[config.mk]
export PLATFORM = sky130hd
export DESIGN_NAME = softmax_argmax_seq
export DESIGN_NICKNAME = d
export VERILOG_FILES = /design/src/rtl/softmax_pkg.sv /design/src/rtl/softmax_argmax_cmp.sv /design/src/rtl/softmax_argmax_seq.sv
export SDC_FILE = /design/constraint.sdc
export NUM_CORES = 1
export LEC_CHECK = 0
export BUFFER_PORTS_ARGS = -buffer_cell sky130_fd_sc_hd__buf_2
export CORE_MARGIN = 5
export CORE_UTILIZATION = 54
export DETAILED_ROUTE_END_ITERATION = 10
export HOLD_SLACK_MARGIN = 0.02
export PLACE_DENSITY = 0.81
export SETUP_SLACK_MARGIN = 0.05
export SLEW_MARGIN = 20
export SYNTH_ARGS = -nofsm -noshare
export SYNTH_HDL_FRONTEND = slang
export SYNTH_SLANG_ARGS = --single-unit
[constraint.sdc]
create_clock -name clk -period 6.9 [get_ports clk]
set_input_delay 1.38 -clock clk [delete_from_list [all_inputs] [get_ports clk]]
set_output_delay 1.38 -clock clk [all_outputs]
set_load 0.03 [all_outputs]
[src/rtl/softmax_pkg.sv]
// Shared types, defaults and helpers for the softmax argmax reducer.
package softmax_pkg;

  typedef enum logic [1:0] {
    IDLE = 2'd0,
    SCAN = 2'd1,
    DONE = 2'd2
  } state_e;

  // 0.5 in Q5.10
  localparam logic signed [15:0] CONF_THRESH_DEF = 16'sd512;

  function automatic int clog2_min1(input int n);
    return (n <= 1) ? 1 : $clog2(n);
  endfunction

endpackage

[src/rtl/softmax_argmax_cmp.sv]
// Combinational compare/select cell: folds one candidate into the running best
// (and runner-up when SOFTMAX_ARGMAX_TOP2_EN is defined). Strict > keeps the lowest index on ties.
module argmax_cmp
  import softmax_pkg::*;
#(
  parameter int WIDTH = 16,
  parameter int IDX_W = 4
) (
  input  logic signed [WIDTH-1:0] best_val,
  input  logic        [IDX_W-1:0] best_idx,
  input  logic signed [WIDTH-1:0] cand_val,
  input  logic        [IDX_W-1:0] cand_idx,
`ifdef SOFTMAX_ARGMAX_TOP2_EN
  input  logic signed [WIDTH-1:0] second_val,
  input  logic        [IDX_W-1:0] second_idx,
  output logic signed [WIDTH-1:0] new_second_val,
  output logic        [IDX_W-1:0] new_second_idx,
`endif
  output logic signed [WIDTH-1:0] new_best_val,
  output logic        [IDX_W-1:0] new_best_idx
);

  always_comb begin
    new_best_val = best_val;
    new_best_idx = best_idx;
`ifdef SOFTMAX_ARGMAX_TOP2_EN
    new_second_val = second_val;
    new_second_idx = second_idx;
    if (cand_val > best_val) begin
      new_best_val   = cand_val;
      new_best_idx   = cand_idx;
      // displaced leader becomes the runner-up
      new_second_val = best_val;
      new_second_idx = best_idx;
    end else if (cand_val > second_val) begin
      new_second_val = cand_val;
      new_second_idx = cand_idx;
    end
`else
    if (cand_val > best_val) begin
      new_best_val = cand_val;
      new_best_idx = cand_idx;
    end
`endif
  end

endmodule

[src/rtl/softmax_argmax_seq.sv]
// Captures an N-word probability vector, scans it one word per cycle and hands off the
// argmax class, its value and a confidence flag. SOFTMAX_ARGMAX_TOP2_EN adds runner-up tracking.
//
// state | meaning
// IDLE  | in_ready high, waiting for a vector
// SCAN  | comparing vec[cnt] against the running best, one word per cycle
// DONE  | result presented with out_valid, held until out_ready
module softmax_argmax_seq
  import softmax_pkg::*;
#(
  parameter int N = 10,
  parameter int WIDTH = 16,
  parameter int NFRAC = 10,
  parameter logic signed [WIDTH-1:0] CONF_THRESH = WIDTH'(CONF_THRESH_DEF),
  localparam int IDX_W = clog2_min1(N)
) (
  input  logic                    clk,
  input  logic                    reset,
  input  logic                    in_valid,
  output logic                    in_ready,
  input  logic signed [WIDTH-1:0] in_data [N-1:0],
  output logic                    out_valid,
  input  logic                    out_ready,
  output logic        [IDX_W-1:0] out_idx,
  output logic signed [WIDTH-1:0] out_max,
  output logic                    out_conf,
`ifdef SOFTMAX_ARGMAX_TOP2_EN
  output logic        [IDX_W-1:0] out_idx2,
  output logic signed [WIDTH:0]   out_margin,
`endif
  output logic                    busy
);

  if (N < 1 || NFRAC >= WIDTH) begin : g_param_check
    $error("softmax_argmax_seq: N must be >= 1 and NFRAC < WIDTH");
  end

  localparam logic [1:0] ST_IDLE = IDLE;
  localparam logic [1:0] ST_SCAN = SCAN;
  localparam logic [1:0] ST_DONE = DONE;
  localparam logic [IDX_W-1:0] LAST = IDX_W'(N - 1);
  localparam logic signed [WIDTH-1:0] MOST_NEG = {1'b1, {(WIDTH-1){1'b0}}};

  logic [1:0] state;
  logic signed [WIDTH-1:0] vec [N-1:0];
  logic signed [WIDTH-1:0] best_val, nb_val, fin_val;
  logic [IDX_W-1:0] best_idx, nb_idx, fin_idx, cnt;
  logic accept, load_res, fin_conf;

`ifdef SOFTMAX_ARGMAX_TOP2_EN
  localparam logic signed [WIDTH:0] MARGIN_THRESH = (WIDTH+1)'(CONF_THRESH >>> 1);
  logic signed [WIDTH-1:0] second_val, ns_val, fin_sec_val;
  logic [IDX_W-1:0] second_idx, ns_idx, fin_sec_idx;
  logic signed [WIDTH:0] fin_margin;
`endif

  assign in_ready  = (state == ST_IDLE);
  assign out_valid = (state == ST_DONE);
  assign busy      = (state != ST_IDLE);
  assign accept    = in_ready && in_valid;
  // a single-class vector needs no scan: its result is loaded at the accepting edge
  assign load_res  = (N == 1) ? accept : ((state == ST_SCAN) && (cnt == LAST));

  argmax_cmp #(.WIDTH(WIDTH), .IDX_W(IDX_W)) u_cmp (
    .best_val       (best_val),
    .best_idx       (best_idx),
    .cand_val       (vec[cnt]),
    .cand_idx       (cnt),
`ifdef SOFTMAX_ARGMAX_TOP2_EN
    .second_val     (second_val),
    .second_idx     (second_idx),
    .new_second_val (ns_val),
    .new_second_idx (ns_idx),
`endif
    .new_best_val   (nb_val),
    .new_best_idx   (nb_idx)
  );

  always_comb begin
    fin_val = nb_val;
    fin_idx = nb_idx;
`ifdef SOFTMAX_ARGMAX_TOP2_EN
    fin_sec_val = ns_val;
    fin_sec_idx = ns_idx;
`endif
    if (N == 1) begin
      fin_val = in_data[0];
      fin_idx = '0;
`ifdef SOFTMAX_ARGMAX_TOP2_EN
      fin_sec_val = MOST_NEG;
      fin_sec_idx = '0;
`endif
    end
  end

`ifdef SOFTMAX_ARGMAX_TOP2_EN
  assign fin_margin = {fin_val[WIDTH-1], fin_val} - {fin_sec_val[WIDTH-1], fin_sec_val};
  assign fin_conf   = (fin_val >= CONF_THRESH) && (fin_margin >= MARGIN_THRESH);
`else
  assign fin_conf   = (fin_val >= CONF_THRESH);
`endif

  always_ff @(posedge clk) begin
    if (reset && accept) vec <= in_data;
  end

  always_ff @(posedge clk) begin
    if (!reset) begin
      state    <= ST_IDLE;
      best_val <= '0;
      best_idx <= '0;
      cnt      <= '0;
`ifdef SOFTMAX_ARGMAX_TOP2_EN
      second_val <= MOST_NEG;
      second_idx <= '0;
`endif
    end else begin
      case (state)
        ST_IDLE: begin
          if (in_valid) begin
            best_val <= in_data[0];
            best_idx <= '0;
            cnt      <= IDX_W'(1);
`ifdef SOFTMAX_ARGMAX_TOP2_EN
            second_val <= MOST_NEG;
            second_idx <= '0;
`endif
            state <= (N == 1) ? ST_DONE : ST_SCAN;
          end
        end
        ST_SCAN: begin
          best_val <= nb_val;
          best_idx <= nb_idx;
`ifdef SOFTMAX_ARGMAX_TOP2_EN
          second_val <= ns_val;
          second_idx <= ns_idx;
`endif
          cnt <= cnt + IDX_W'(1);
          if (cnt == LAST) state <= ST_DONE;
        end
        ST_DONE: begin
          if (out_ready) state <= ST_IDLE;
        end
        default: state <= ST_IDLE;
      endcase
    end
  end

  always_ff @(posedge clk) begin
    if (!reset) begin
      out_idx  <= '0;
      out_max  <= '0;
      out_conf <= 1'b0;
`ifdef SOFTMAX_ARGMAX_TOP2_EN
      out_idx2   <= '0;
      out_margin <= '0;
`endif
    end else if (load_res) begin
      out_idx  <= fin_idx;
      out_max  <= fin_val;
      out_conf <= fin_conf;
`ifdef SOFTMAX_ARGMAX_TOP2_EN
      out_idx2   <= fin_sec_idx;
      out_margin <= fin_margin;
`endif
    end
  end

endmodule

==> results.txt, run 1 <==
----------------------------------------------------
[Status]
  Result of the run ... finished, final reports clean

[Critical path]
  Worst EP required ... about 7.3 ns
  Category of the worst setup path capture point ... flip-flop
  Crit path max-delay cell type ... sky130_fd_sc_hd__mux2i_4
  Path type of the worst setup path ... reg -> reg
  Arrival @ worst endpoint ... 5.31 ns
  Crit start category ... flip-flop
  Largest fanout of any net on the critical path ... 26
  Peak per-stage delay on the critical path ... approximately 0.94 ns
  Path depth of the worst reg2reg path ... 12
  CP cell instances ... buf_4 > mux4_2 > mux2i_1 > o22ai_1 > ha_1 > nand4_2 > nor2_1 > a311oi_1 > and4_1 > mux2i_4 > nand2_1 > o32ai_1

[Clock tree]
  Master cell of the clock root buffer ... sky130_fd_sc_hd__clkbuf_16
  Num Clock Sinks ... 207
  Post_cts resized ... 0
  Clock tree from TritonCTS ... yes
  Hold Buf Count CTS ... 0
  Clock-pin slew on the worst setup and hold paths ... ~0.06 ns
  Clock latency of the later-clocked register in the worst-skew pair ... about 0.50 ns
  Bufs on Longest Clock Path ... 3
  CTS Buf Count ... 21
  Buffer count from post-CTS setup fixing ... 0
  H-Tree Depth ... 1

[Timing]
  Final worst slack ... about 2.0 ns
  Unrepaired setup endpoints after global routing ... false
  Final number of max-transition violations ... 0
  Maximum clock skew at final layout ... 0.01044 ns
  Min Tclk post-route ... between 4 and 5 ns
  Rel. slew slack ... 24.77%
  Worst Tran Pin Value ... 1.105 ns
  Maximum achievable frequency ... between 200 and 250 MHz
  Final Hold Fails ... 0
  Fin Setup TNS ... 0 ns
  Final period utilization ... a little under three quarters
  Number of failing setup endpoints in the final timing report ... 0

[Power]
  Share of power burned in combinational logic ... roughly an eighth
  Worst IR Drop VDD ... roughly 0.22 mV
  Total power divided by cell area ... between 200 and 300 nW/µm²
  Switching fraction of total power ... 23.35%
  Clk pwr share ... around 39%
  Internal power ... between 2 and 2.5 mW
  Sequential power share ... between 40% and 50%
  Switching power summed over all nets ... around 680 µW
  Leakage power total ... roughly 3.9 nW

[Die]
  Floorplan die area ... 18420 µm²
  Horizontal die dimension ... 135.7 µm
  Num rows ... between 40 and 50
  Placeable Area ... 15710 µm²
  Initial standard-cell utilization of the core ... between 50% and 60%
  Number of I/O pins ... about 190
  Die H ... around 140 µm

[Routing]
  Drt via density ... between 5 and 6
  First-pass iteration count of the detailed router ... 5
  Routed WL per cell ... 20.80 µm
  DRT iter0 DRCs ... around 500
  Antenna-violating nets left ... 0
  Total vias in the final route ... between 5000 and 6000
  Final routed wirelength across all metal layers ... 20280 µm
  Total DRC errors in the routed layout ... 0

[GRT]
  Initial antenna violation count ... 0
  GRT Util Overall ... 21.58%
  Largest net degree at the start of global routing ... 82
  First-pass GRT wire length ... 31040 µm
  Overflow left after global routing ... 0
  Via count of the first global-routing pass ... 5927

[Synthesis]
  Synth Register Bits ... 207
  Cells after synthesis ... 563
  Sequential element share of the synthesized area ... between 60% and 70%
  Most used flip-flop cell after synthesis ... sky130_fd_sc_hd__edfxtp_1
  Post-synthesis average cell area ... around 15 µm²
  Synth unique cells ... between 40 and 50
  Cell area after technology mapping ... roughly 8500 µm²
  Number of synthesized flops with an enable pin ... 160
  Async set-reset flop share out of synthesis ... 0%
  Syn_nets ... about 750
  Synth Warn # ... 0

[Worst hold path]
  Hold Path Class ... reg -> reg
  Worst hold path stage count ... 2

[Finish]
  Count of inserted antenna diode cells ... 0
  Post-Layout Cell Count ... ~980
  Most common cell after layout, fill and taps aside ... sky130_fd_sc_hd__buf_2
  Share of the core filled with cells in the final layout ... between 60% and 70%
  Highest-count cells in the layout ignoring fill and taps ... sky130_fd_sc_hd__buf_2 (187), sky130_fd_sc_hd__edfxtp_1 (160), sky130_fd_sc_hd__mux2i_1 (59), sky130_fd_sc_hd__dfxtp_1 (45), sky130_fd_sc_hd__o22ai_1 (37)
  Layout cell share with drive strength beyond 1 ... 33.73%
  Synthesis-to-layout area growth ... 21.09%
  Final net count ... between 900 and 1000

[Placement]
  Minimum setup slack after placement ... approximately 2.0 ns
  Placed cells ... 940
  Final Wtd Congestion ... between 0.9 and 1
  Count of input and output buffers ... 187
  Half-perimeter wire length after placement ... roughly 14000 µm

[Run]
  Number of max-cap violations ... 0

----------------------------------------------------
## cell families (layout without fill, tap and decap cells)
group / count (synthesis) / count (layout) / synth area share [%]
flops: 207 / 207 / 67.30
compound gates: 121 / 121 / 8.838
mux: 87 / 87 / 13.95
simple gates: 75 / 75 / 4.485
buf+inv: 54 / 250 / 2.682
fa+ha+maj: 18 / 18 / 2.638
xor+xnor: 1 / 1 / 0.1026
## sequential cells by signal (all words and copies together) (netlist names)
register / cells
out_max: 16
out_idx: 4
state: 2
best_val: 16
out_conf: 1
cnt: 4
best_idx: 4
vec: 160
## synthesized netlist by cell type (all sizes together) (13+ instances only)
cell type | number | share of area (%)
edfxtp | 160 | 56
mux2i | 60 | 7.2
dfxtp | 47 | 11
o22ai | 37 | 2.7
o21ai | 28 | 1.6
a21oi | 27 | 1.6
nand2 | 25 | 1.1
mux4 | 24 | 6.4
inv | 21 | 0.92
clkbuf | 20 | 0.88
ha | 18 | 2.6
buf | 13 | 0.88
## path summary, 6_finish.rpt
check | slack (ns) | start | endpoint
max | 2.00 | cnt[1] | best_idx[3]
min | 0.47 | out_max[12] | out_max[12]
max reg2reg | 2.00 | cnt[1] | best_idx[3]
min reg2reg | 0.47 | out_max[12] | out_max[12]
## routing by layer
metal / global-route usage (%) / up-vias / wire length, µm
met3: 4.941 / 49 / 1893
li1: - / 2574 / -
met5: 0 / - / 0
met4: 7.055 / 0 / 659
met2: 36.70 / 282 / 9999
met1: 27.58 / 2730 / 7728
## metrics by stage
stage	power, mW	area, µm²	hold slack, ns
after global routing	3.021	10340	0.4860
after CTS	2.931	10340	0.4757
final	2.911	10340	0.4737
after global placement	1.798	9668	0.4638
after detailed placement	1.809	9668	0.4672
after floorplan	1.704	8537	0.4456
## final cells by class
cell class	instances	area, µm²
Multi-Input combinational cell	302	2567
Tap cell	216	270.3
Fill cell	1107	5375
Clock inverter	11	132.6
Sequential cell	207	5751
Timing Repair Buffer	194	1001
Inverter	21	78.83
Clock buffer	24	536.8
## worst max-delay path: cells and delay by family, from the launching register on
family	cells	cell delay [ns]
muxes	3	1.52
adders and majority gates	1	0.43
AOI/OAI and AO/OA	3	0.83
buffers and inverters	1	0.48
and+or+nand+nor	4	0.92
DFF	1	0.63
## power by group through the flow
stage          clock [mW]  combinational (mW)  sequential, mW
3_5_place_dp            0               0.350            1.46
3_3_place_gp            0               0.342            1.46
5_1_grt              1.20               0.387            1.44
4_1_cts              1.14               0.355            1.43
2_1_floorplan           0               0.257            1.45
6_report             1.12               0.356            1.43
Note: power is estimated with default switching activity, not from simulation.
==> inputs of run 2 (changes only) <==
==> constraint.sdc (replaced) <==
create_clock -name clk -period 4.9 [get_ports clk]
set_input_delay 0.98 -clock clk [delete_from_list [all_inputs] [get_ports clk]]
set_output_delay 0.98 -clock clk [all_outputs]
set_load 0.03 [all_outputs]
==> run 2 against run 1 <==
Clock power up 49%. Flip-flop and latch count is the same. Worst hold slack gained 0.0011 ns. Routed wire length down 1.1%. Largest power group unchanged. Utilization grew 0.73 points. Register-to-register slack got worse by 1.5 ns. Clock skew grew 0.0034 ns. Cell count rose by 1.0%. Sequential share of layout area fell by 0.61 points. Power rose by 44%. Maximum frequency up 10%.
==> results.txt, run 2 (synthesis gave the netlist of run 1 again) <==
----------------------------------------------------
[Power]
  Worst IR Drop VDD ... 0.2592 mV (was 0.2155 mV)
  Total power divided by cell area ... 400.9 nW/µm² (was 281.6 nW/µm²)
  Leakage power total ... 3.937 nW (was 3.876 nW)

[Critical path]
  Path type of the worst setup path ... reg -> reg (unchanged)
  Largest fanout of any net on the critical path ... 20 (was 26)
  Minimum setup slack among reg-to-reg paths ... 0.45 ns (was 2.00 ns)
  Path depth of the worst reg2reg path ... 13 (was 12)
  Arrival @ worst endpoint ... 4.82 ns (was 5.31 ns)
  Category of the worst setup path capture point ... flip-flop (unchanged)
  Terminus of the critical flop-to-flop path ... best_val[3] (was best_idx[3])
  Worst EP required ... 5.27 ns (was 7.31 ns)
  Worst R2R Start ... cnt[1] (unchanged)
  Crit start category ... flip-flop (unchanged)

[Timing]
  Worst Tran Pin Value ... 1.029 ns (was 1.105 ns)
  Final period utilization ... 90.84% (was 71.08%)
  Final Hold Fails ... 0 (unchanged)
  Maximum achievable frequency ... 224.7 MHz (was 203.9 MHz)
  Unrepaired setup endpoints after global routing ... false (unchanged)
  Final number of max-transition violations ... 0 (unchanged)
  Rel. slew slack ... 31.37% (was 24.77%)
  Final worst slack ... 0.4491 ns (was 1.995 ns)
  Fin Setup TNS ... 0 ns (unchanged)
  Min Tclk post-route ... 4.451 ns (was 4.905 ns)
  Number of failing setup endpoints in the final timing report ... 0 (unchanged)
  Maximum clock skew at final layout ... 0.01388 ns (was 0.01044 ns)

[Routing]
  DRT iter0 DRCs ... 382 (was 513)
  Final routed wirelength across all metal layers ... 20050 µm (was 20280 µm)
  Total DRC errors in the routed layout ... 0 (unchanged)
  Antenna-violating nets left ... 0 (unchanged)
  First-pass iteration count of the detailed router ... 5 (unchanged)
  Drt via density ... 5.644 (was 5.779)
  Routed WL per cell ... 20.35 µm (was 20.80 µm)
  Total vias in the final route ... 5559 (was 5635)

[Clock tree]
  Num Clock Sinks ... 207 (unchanged)
  H-Tree Depth ... 1 (unchanged)
  Bufs on Longest Clock Path ... 3 (unchanged)
  Clock-pin slew on the worst setup and hold paths ... 0.07 ns (was 0.06 ns)
  Post_cts resized ... 0 (unchanged)
  Clock tree from TritonCTS ... yes (unchanged)
  Hold Buf Count CTS ... 0 (unchanged)
  CTS Buf Count ... 22 (was 21)
  Buffer count from post-CTS setup fixing ... 0 (unchanged)
  Clock latency of the later-clocked register in the worst-skew pair ... 0.50 ns (about the same)
  Master cell of the clock root buffer ... sky130_fd_sc_hd__clkbuf_16 (unchanged)

[Worst hold path]
  Min-Delay Startpoint ... out_max[10] (was out_max[12])
  Sink of the worst hold path ... out_max[10] (was out_max[12])
  Worst hold path stage count ... 2 (unchanged)
  Hold Path Class ... reg -> reg (unchanged)

[Finish]
  Count of inserted antenna diode cells ... 0 (unchanged)
  Highest-count cells in the layout ignoring fill and taps ... sky130_fd_sc_hd__buf_2 (187), sky130_fd_sc_hd__edfxtp_1 (160), sky130_fd_sc_hd__mux2i_1 (59), sky130_fd_sc_hd__dfxtp_1 (45), sky130_fd_sc_hd__o22ai_1 (37) (unchanged)
  Layout cell share with drive strength beyond 1 ... 34.20% (was 33.73%)
  Registers with the highest flip-flop counts ... vec x160, best_val x16, out_max x16 (unchanged)
  Final net count ... 935 (was 929)
  Register bank with the most flops ... vec (unchanged)
  Flip-flop count of the largest register after layout ... 160 (unchanged)
  Synthesis-to-layout area growth ... 22.44% (was 21.09%)
  Most common cell after layout, fill and taps aside ... sky130_fd_sc_hd__buf_2 (unchanged)

[Status]
  Result of the run ... finished, final reports clean (unchanged)

[GRT]
  Largest net degree at the start of global routing ... 97 (was 82)
  First-pass GRT wire length ... 30860 µm (was 31040 µm)
  Initial antenna violation count ... 0 (unchanged)
  Overflow left after global routing ... 0 (unchanged)
  Via count of the first global-routing pass ... 5814 (was 5927)
  GRT Util Overall ... 21.47% (was 21.58%)

[Die]
  Placeable Area ... 15710 µm² (unchanged)
  Num rows ... 46 (unchanged)
  Floorplan die area ... 18420 µm² (unchanged)
  Horizontal die dimension ... 135.7 µm (unchanged)
  Die H ... 135.7 µm (unchanged)
  Initial standard-cell utilization of the core ... 54.33% (unchanged)
  Number of I/O pins ... 188 (unchanged)

[Placement]
  Minimum setup slack after placement ... 0.4900 ns (was 2.028 ns)
  Half-perimeter wire length after placement ... 14320 µm (was 14120 µm)
  Final Wtd Congestion ... 0.9432 (was 0.9535)
  Count of input and output buffers ... 187 (unchanged)

[Run]
  Number of max-cap violations ... 0 (unchanged)

----------------------------------------------------
## run 2: area by class of cell
cell class	count	area, µm²
Sequential cell	207	5751
Fill cell	1077	5260
Multi-Input combinational cell	302	2567
Timing Repair Buffer	199	1051
Clock buffer	29	598.1
Tap cell	216	270.3
Clock inverter	11	136.4
Inverter	21	78.83
## run 2: worst max-delay path by stage
stage                       from           to  depth (start not counted)
after detailed placement  cnt[1]  best_val[3]                         13
after floorplan           cnt[0]     out_conf                         13
after global placement    cnt[1]  best_val[3]                         13
final                     cnt[1]  best_val[3]                         13
after global routing      cnt[1]  best_val[6]                         13
after CTS                 cnt[1]  best_val[3]                         13
## run 2: layer usage
metal  vias up  GRT usage (%)  part of all wire [%]
li1       2596              -                     -
met1      2690          27.85                    40
met2       246          37.06                    51
met3        27          5.201                   8.6
met4         0          4.535                   1.4
met5         -              0                     0
## run 2: power by group
part | internal [mW] | switching (mW)
sequential | 1.97 | 0.0439
clock | 1.02 | 0.647
combinational | 0.235 | 0.272
total | 3.23 | 0.963
## run 2: stage by stage
| stage | power [mW] | instance area [µm²] | instances | hold WS (ns) | util (%) |
|---|---|---|---|---|---|
| global placement | 2.539 | 9718 | 945 | 0.4581 | 61.85 |
| global route | 4.355 | 10450 | 985 | 0.4896 | 66.52 |
| finish | 4.191 | 10450 | 985 | 0.4748 | 66.52 |
| detailed placement | 2.557 | 9718 | 945 | 0.4611 | 61.85 |
| floorplan | 2.394 | 8538 | 563 | 0.4456 | - |
| CTS | 4.219 | 10450 | 985 | 0.4729 | 66.52 |
## run 2: worst max-delay path, stage by stage (launching register included)
cell and delay [ns]:
sky130_fd_sc_hd__dfxtp_2 0.69, sky130_fd_sc_hd__buf_4 0.32, sky130_fd_sc_hd__mux4_1 0.30, sky130_fd_sc_hd__mux2i_1 0.16
sky130_fd_sc_hd__o22ai_1 0.15, sky130_fd_sc_hd__ha_1 0.42, sky130_fd_sc_hd__nand4_2 0.18, sky130_fd_sc_hd__nor2_1 0.07
sky130_fd_sc_hd__a311oi_1 0.43, sky130_fd_sc_hd__and4_1 0.37, sky130_fd_sc_hd__mux2i_4 0.48, sky130_fd_sc_hd__buf_4 0.35
sky130_fd_sc_hd__mux2i_1 0.27, sky130_fd_sc_hd__o22ai_1 0.11
==> inputs of run 3 (changes only) <==
--- a/config.mk
+++ b/config.mk
@@ -5,12 +5,13 @@
 export SDC_FILE = /design/constraint.sdc
 export NUM_CORES = 1
 export LEC_CHECK = 0
+export ABC_AREA = 1
 export BUFFER_PORTS_ARGS = -buffer_cell sky130_fd_sc_hd__buf_2
 export CORE_MARGIN = 5
-export CORE_UTILIZATION = 54
+export CORE_UTILIZATION = 55
 export DETAILED_ROUTE_END_ITERATION = 10
 export HOLD_SLACK_MARGIN = 0.02
-export PLACE_DENSITY = 0.81
+export PLACE_DENSITY = 0.82
 export SETUP_SLACK_MARGIN = 0.05
 export SLEW_MARGIN = 20
 export SYNTH_ARGS = -nofsm -noshare
==> run 3 against run 2 <==
Worst setup slack better by 0.49 ns. Critical path type unchanged. Combinational power up 14%. Maximum frequency increased by 12%. Sequential share of layout area is 0.65 points lower. Cell area is 1.2% higher. Flip-flop and latch count is the same. Routed wire length grew 9.8%. Critical path depth is 5 higher. Critical endpoint is now best_val[8]. Register-to-register slack better by 0.49 ns. Clock-buffer cell count rose by 1.
==> results.txt, run 3 <==
----------------------------------------------------
[Timing]
  Rel. slew slack ... 30.24% (was 31.37%)
  Maximum clock skew at final layout ... 0.009370 ns (was 0.01388 ns)
  Number of failing setup endpoints in the final timing report ... 0 (unchanged)
  Final number of max-transition violations ... 0 (unchanged)
  Hold slack final ... 0.4714 ns (was 0.4748 ns)
  Final worst slack ... 0.9433 ns (was 0.4491 ns)
  Min Tclk post-route ... 3.957 ns (was 4.451 ns)
  Final period utilization ... 80.75% (was 90.84%)
  Final Hold Fails ... 0 (unchanged)
  Worst Tran Pin Value ... 1.043 ns (was 1.029 ns)
  Fin Setup TNS ... 0 ns (unchanged)
  Maximum achievable frequency ... 252.7 MHz (was 224.7 MHz)
  Unrepaired setup endpoints after global routing ... false (unchanged)

[Synthesis]
  Syn_nets ... 1036 (was 745)
  Post-synthesis average cell area ... 10.30 µm² (was 15.16 µm²)
  Synth unique cells ... 34 (was 48)
  Most used flip-flop cell after synthesis ... sky130_fd_sc_hd__edfxtp_1 (unchanged)
  Sequential element share of the synthesized area ... 65.33% (was 67.30%)
  Most frequent cells after synthesis ... sky130_fd_sc_hd__nand2_1 (170), sky130_fd_sc_hd__edfxtp_1 (160), sky130_fd_sc_hd__nor2_1 (143), sky130_fd_sc_hd__o21ai_0 (93), sky130_fd_sc_hd__inv_1 (52) (was sky130_fd_sc_hd__edfxtp_1 (160), sky130_fd_sc_hd__mux2i_1 (59), sky130_fd_sc_hd__dfxtp_1 (47), sky130_fd_sc_hd__o22ai_1 (37), sky130_fd_sc_hd__o21ai_0 (28))
  Cell type with the highest aggregate area in the netlist ... sky130_fd_sc_hd__edfxtp_1 (unchanged)
  Synth Warn # ... 0 (unchanged)
  Cells after synthesis ... 854 (was 563)
  Synth Register Bits ... 207 (unchanged)
  Fraction of synthesized cell area taken by the top area cell type ... 54.63% (was 56.28%)
  Cell area after technology mapping ... 8795 µm² (was 8537 µm²)
  Number of synthesized flops with an enable pin ... 160 (unchanged)
  Async set-reset flop share out of synthesis ... 0% (unchanged)
  Dominant cell by count in the synthesized netlist ... sky130_fd_sc_hd__nand2_1 (was sky130_fd_sc_hd__edfxtp_1)
  Leading post-synthesis cells by cell area ... sky130_fd_sc_hd__edfxtp_1 (55%), sky130_fd_sc_hd__dfxtp_1 (11%), sky130_fd_sc_hd__nand2_1 (7.3%) (was sky130_fd_sc_hd__edfxtp_1 (56%), sky130_fd_sc_hd__dfxtp_1 (11%), sky130_fd_sc_hd__mux2i_1 (6.9%))

[Power]
  Worst IR Drop VDD ... 0.3062 mV (was 0.2592 mV)
  Leakage power total ... 4.384 nW (was 3.937 nW)
  Overall power ... 4.140 mW (was 4.191 mW)
  Total power divided by cell area ... 391.4 nW/µm² (was 400.9 nW/µm²)

[Critical path]
  Stages on worst setup path ... 18 (was 13)
  Path type of the worst setup path ... reg -> reg (unchanged)
  Number of buffers and inverters on the critical path ... 2 (unchanged)
  Path depth of the worst reg2reg path ... 18 (was 13)
  Peak per-stage delay on the critical path ... 0.62 ns (was 0.69 ns)
  Arrival @ worst endpoint ... 4.37 ns (was 4.82 ns)
  Crit path max-delay cell type ... sky130_fd_sc_hd__buf_4 (was sky130_fd_sc_hd__dfxtp_2)
  Crit start category ... flip-flop (unchanged)
  Category of the worst setup path capture point ... flip-flop (unchanged)
  Worst EP required ... 5.32 ns (was 5.27 ns)
  CP cell instances ... buf_4 > o21ai_0 > o221ai_1 > nand3_1 > nand2_1 > ha_1 > a21o_1 > nor2_1 > nand2_1 > nand2_1 > nand2_1 > nand2_2 > nand3_2 > inv_2 > nand2_1 > o21ai_1 > o21ai_1 > a21oi_1 (was buf_4 > mux4_1 > mux2i_1 > o22ai_1 > ha_1 > nand4_2 > nor2_1 > a311oi_1 > and4_1 > mux2i_4 > buf_4 > mux2i_1 > o22ai_1)
  Crit-path most repeated cell ... sky130_fd_sc_hd__nand2_1
  Cell family with most CP delay ... compound AO/OA/AOI/OAI gates (was multiplexers)
  Largest fanout of any net on the critical path ... 83 (was 20)

[GRT]
  First-pass GRT wire length ... 34200 µm (was 30860 µm)
  Via count of the first global-routing pass ... 6715 (was 5814)
  Initial antenna violation count ... 0 (unchanged)
  GRT Util Overall ... 23.56% (was 21.47%)
  Largest net degree at the start of global routing ... 89 (was 97)
  Overflow left after global routing ... 0 (unchanged)

[Clock tree]
  Hold Buf Count CTS ... 0 (unchanged)
  Clock-pin slew on the worst setup and hold paths ... 0.06 ns (was 0.07 ns)
  Clock tree from TritonCTS ... yes (unchanged)
  H-Tree Depth ... 1 (unchanged)
  Post_cts resized ... 0 (unchanged)
  Clock latency of the later-clocked register in the worst-skew pair ... 0.50 ns (about the same)
  Bufs on Longest Clock Path ... 3 (unchanged)
  Master cell of the clock root buffer ... sky130_fd_sc_hd__clkbuf_16 (unchanged)
  Buffer count from post-CTS setup fixing ... 0 (unchanged)
  Num Clock Sinks ... 207 (unchanged)
  CTS Buf Count ... 21 (was 22)

[Placement]
  Instance area at placement ... 9903 µm² (was 9718 µm²)
  Final Wtd Congestion ... 0.9563 (was 0.9432)
  Count of input and output buffers ... 187 (unchanged)
  Half-perimeter wire length after placement ... 14870 µm (was 14320 µm)
  Placed cells ... 1225 (was 945)
  Minimum setup slack after placement ... 1.037 ns (was 0.4900 ns)

[Routing]
  First-pass iteration count of the detailed router ... 5 (unchanged)
  Final routed wirelength across all metal layers ... 22010 µm (was 20050 µm)
  Routed WL per cell ... 17.43 µm (was 20.35 µm)
  Drt via density ... 5.423 (was 5.644)
  Total vias in the final route ... 6849 (was 5559)
  DRT iter0 DRCs ... 766 (was 382)
  Total DRC errors in the routed layout ... 0 (unchanged)
  Antenna-violating nets left ... 0 (unchanged)

[Finish]
  Count of inserted antenna diode cells ... 0 (unchanged)
  Most common cell after layout, fill and taps aside ... sky130_fd_sc_hd__buf_2 (unchanged)
  Registers with the highest flip-flop counts ... vec x160, best_val x16, out_max x16 (unchanged)
  Flip-flop count of the largest register after layout ... 160 (unchanged)
  Number of fillers in the final layout ... 1224 (was 1077)
  Final Instance Area ... 10580 µm² (was 10450 µm²)
  Total area of multi-input combinational cells ... 2641 µm² (was 2567 µm²)
  Register bank with the most flops ... vec (unchanged)
  Layout cell share with drive strength beyond 1 ... 23.69% (was 34.20%)
  Post-Layout Cell Count ... 1263 (was 985)
  Synthesis-to-layout area growth ... 20.27% (was 22.44%)
  Final net count ... 1214 (was 935)
  FF/Latch Area ... 5751 µm² (unchanged)
  Share of the core filled with cells in the final layout ... 67.07% (was 66.52%)
  Highest-count cells in the layout ignoring fill and taps ... sky130_fd_sc_hd__buf_2 (187), sky130_fd_sc_hd__nand2_1 (170), sky130_fd_sc_hd__edfxtp_1 (160), sky130_fd_sc_hd__nor2_1 (142), sky130_fd_sc_hd__o21ai_0 (93) (was sky130_fd_sc_hd__buf_2 (187), sky130_fd_sc_hd__edfxtp_1 (160), sky130_fd_sc_hd__mux2i_1 (59), sky130_fd_sc_hd__dfxtp_1 (45), sky130_fd_sc_hd__o22ai_1 (37))

[Die]
  Placeable Area ... 15770 µm² (was 15710 µm²)
  Initial standard-cell utilization of the core ... 55.77% (was 54.33%)
  Horizontal die dimension ... 136.5 µm (was 135.7 µm)
  Floorplan die area ... 18620 µm² (was 18420 µm²)
  Number of I/O pins ... 188 (unchanged)
  Die H ... 136.5 µm (was 135.7 µm)
  Num rows ... 46 (unchanged)

[Worst hold path]
  Hold Path Class ... reg -> reg (unchanged)
  Worst hold path stage count ... 2 (unchanged)

[Run]
  Number of max-cap violations ... 0 (unchanged)

[Status]
  Result of the run ... finished, final reports clean (unchanged)

----------------------------------------------------
==> run 3: changes by cell type after synthesis, moves of 14 or more <==
cell and change:
sky130_fd_sc_hd__nand3_1 +26, sky130_fd_sc_hd__inv_1 +32, sky130_fd_sc_hd__o22ai_1 -33, sky130_fd_sc_hd__o21ai_0 +65, sky130_fd_sc_hd__o221ai_1 +14, sky130_fd_sc_hd__nand2_1 +145
sky130_fd_sc_hd__mux4_2 -23, sky130_fd_sc_hd__nor2_1 +133, sky130_fd_sc_hd__mux2i_1 -56
==> run 3: cell type report <==
| cell class | count | area share, % |
|---|---|---|
| clock inverter | 8 | 0.6742 |
| tap | 216 | 2.555 |
| clock buffer | 30 | 5.666 |
| timing repair buffer | 199 | 9.735 |
| sequential | 207 | 54.37 |
| multi-input combinational | 546 | 24.97 |
| inverter | 57 | 2.035 |
==> run 3: worst min-delay path: cells and delay by family, from the launching register on <==
family	cells	cell delay, ns
and+or+nand+nor	1	0.06
DFF	1	0.31
AOI/OAI and AO/OA	1	0.06
==> run 3: worst paths after layout <==
kind,start,endpoint,slack (ns)
setup / recovery,cnt[0],best_val[8],0.94
hold / removal,out_conf,out_conf,0.47
setup reg to reg,cnt[0],best_val[8],0.94
hold reg to reg,out_conf,out_conf,0.47
==> run 3: cell families after synthesis <==
group / count (synthesis) / share of synthesized area (%)
flip-flops: 207 / 65.33
XOR/XNOR: 1 / 0.09961
multiplexers: 3 / 0.3415
buffers and inverters: 101 / 4.780
AND/OR/NAND/NOR: 359 / 16.33
adder cells (fa/ha/maj): 18 / 2.561
AO/OA/AOI/OAI: 165 / 10.56
==> run 3: layer usage <==
layer	vias to the layer above	routed length, µm	track usage (%)	part of all wire (%)
li1	3308	-	-	-
met1	3165	8968	33.06	41
met2	335	10660	38.44	48
met3	41	1892	4.219	8.6
met4	0	491	5.823	2.2
met5	-	0	0	0
==> run 3: where the power goes <==
part | total, mW | switching (mW) | internal (mW)
registers | 2.01 | 0.0301 | 1.98
clock network | 1.55 | 0.645 | 0.907
logic | 0.578 | 0.390 | 0.188
total | 4.14 | 1.07 | 3.07
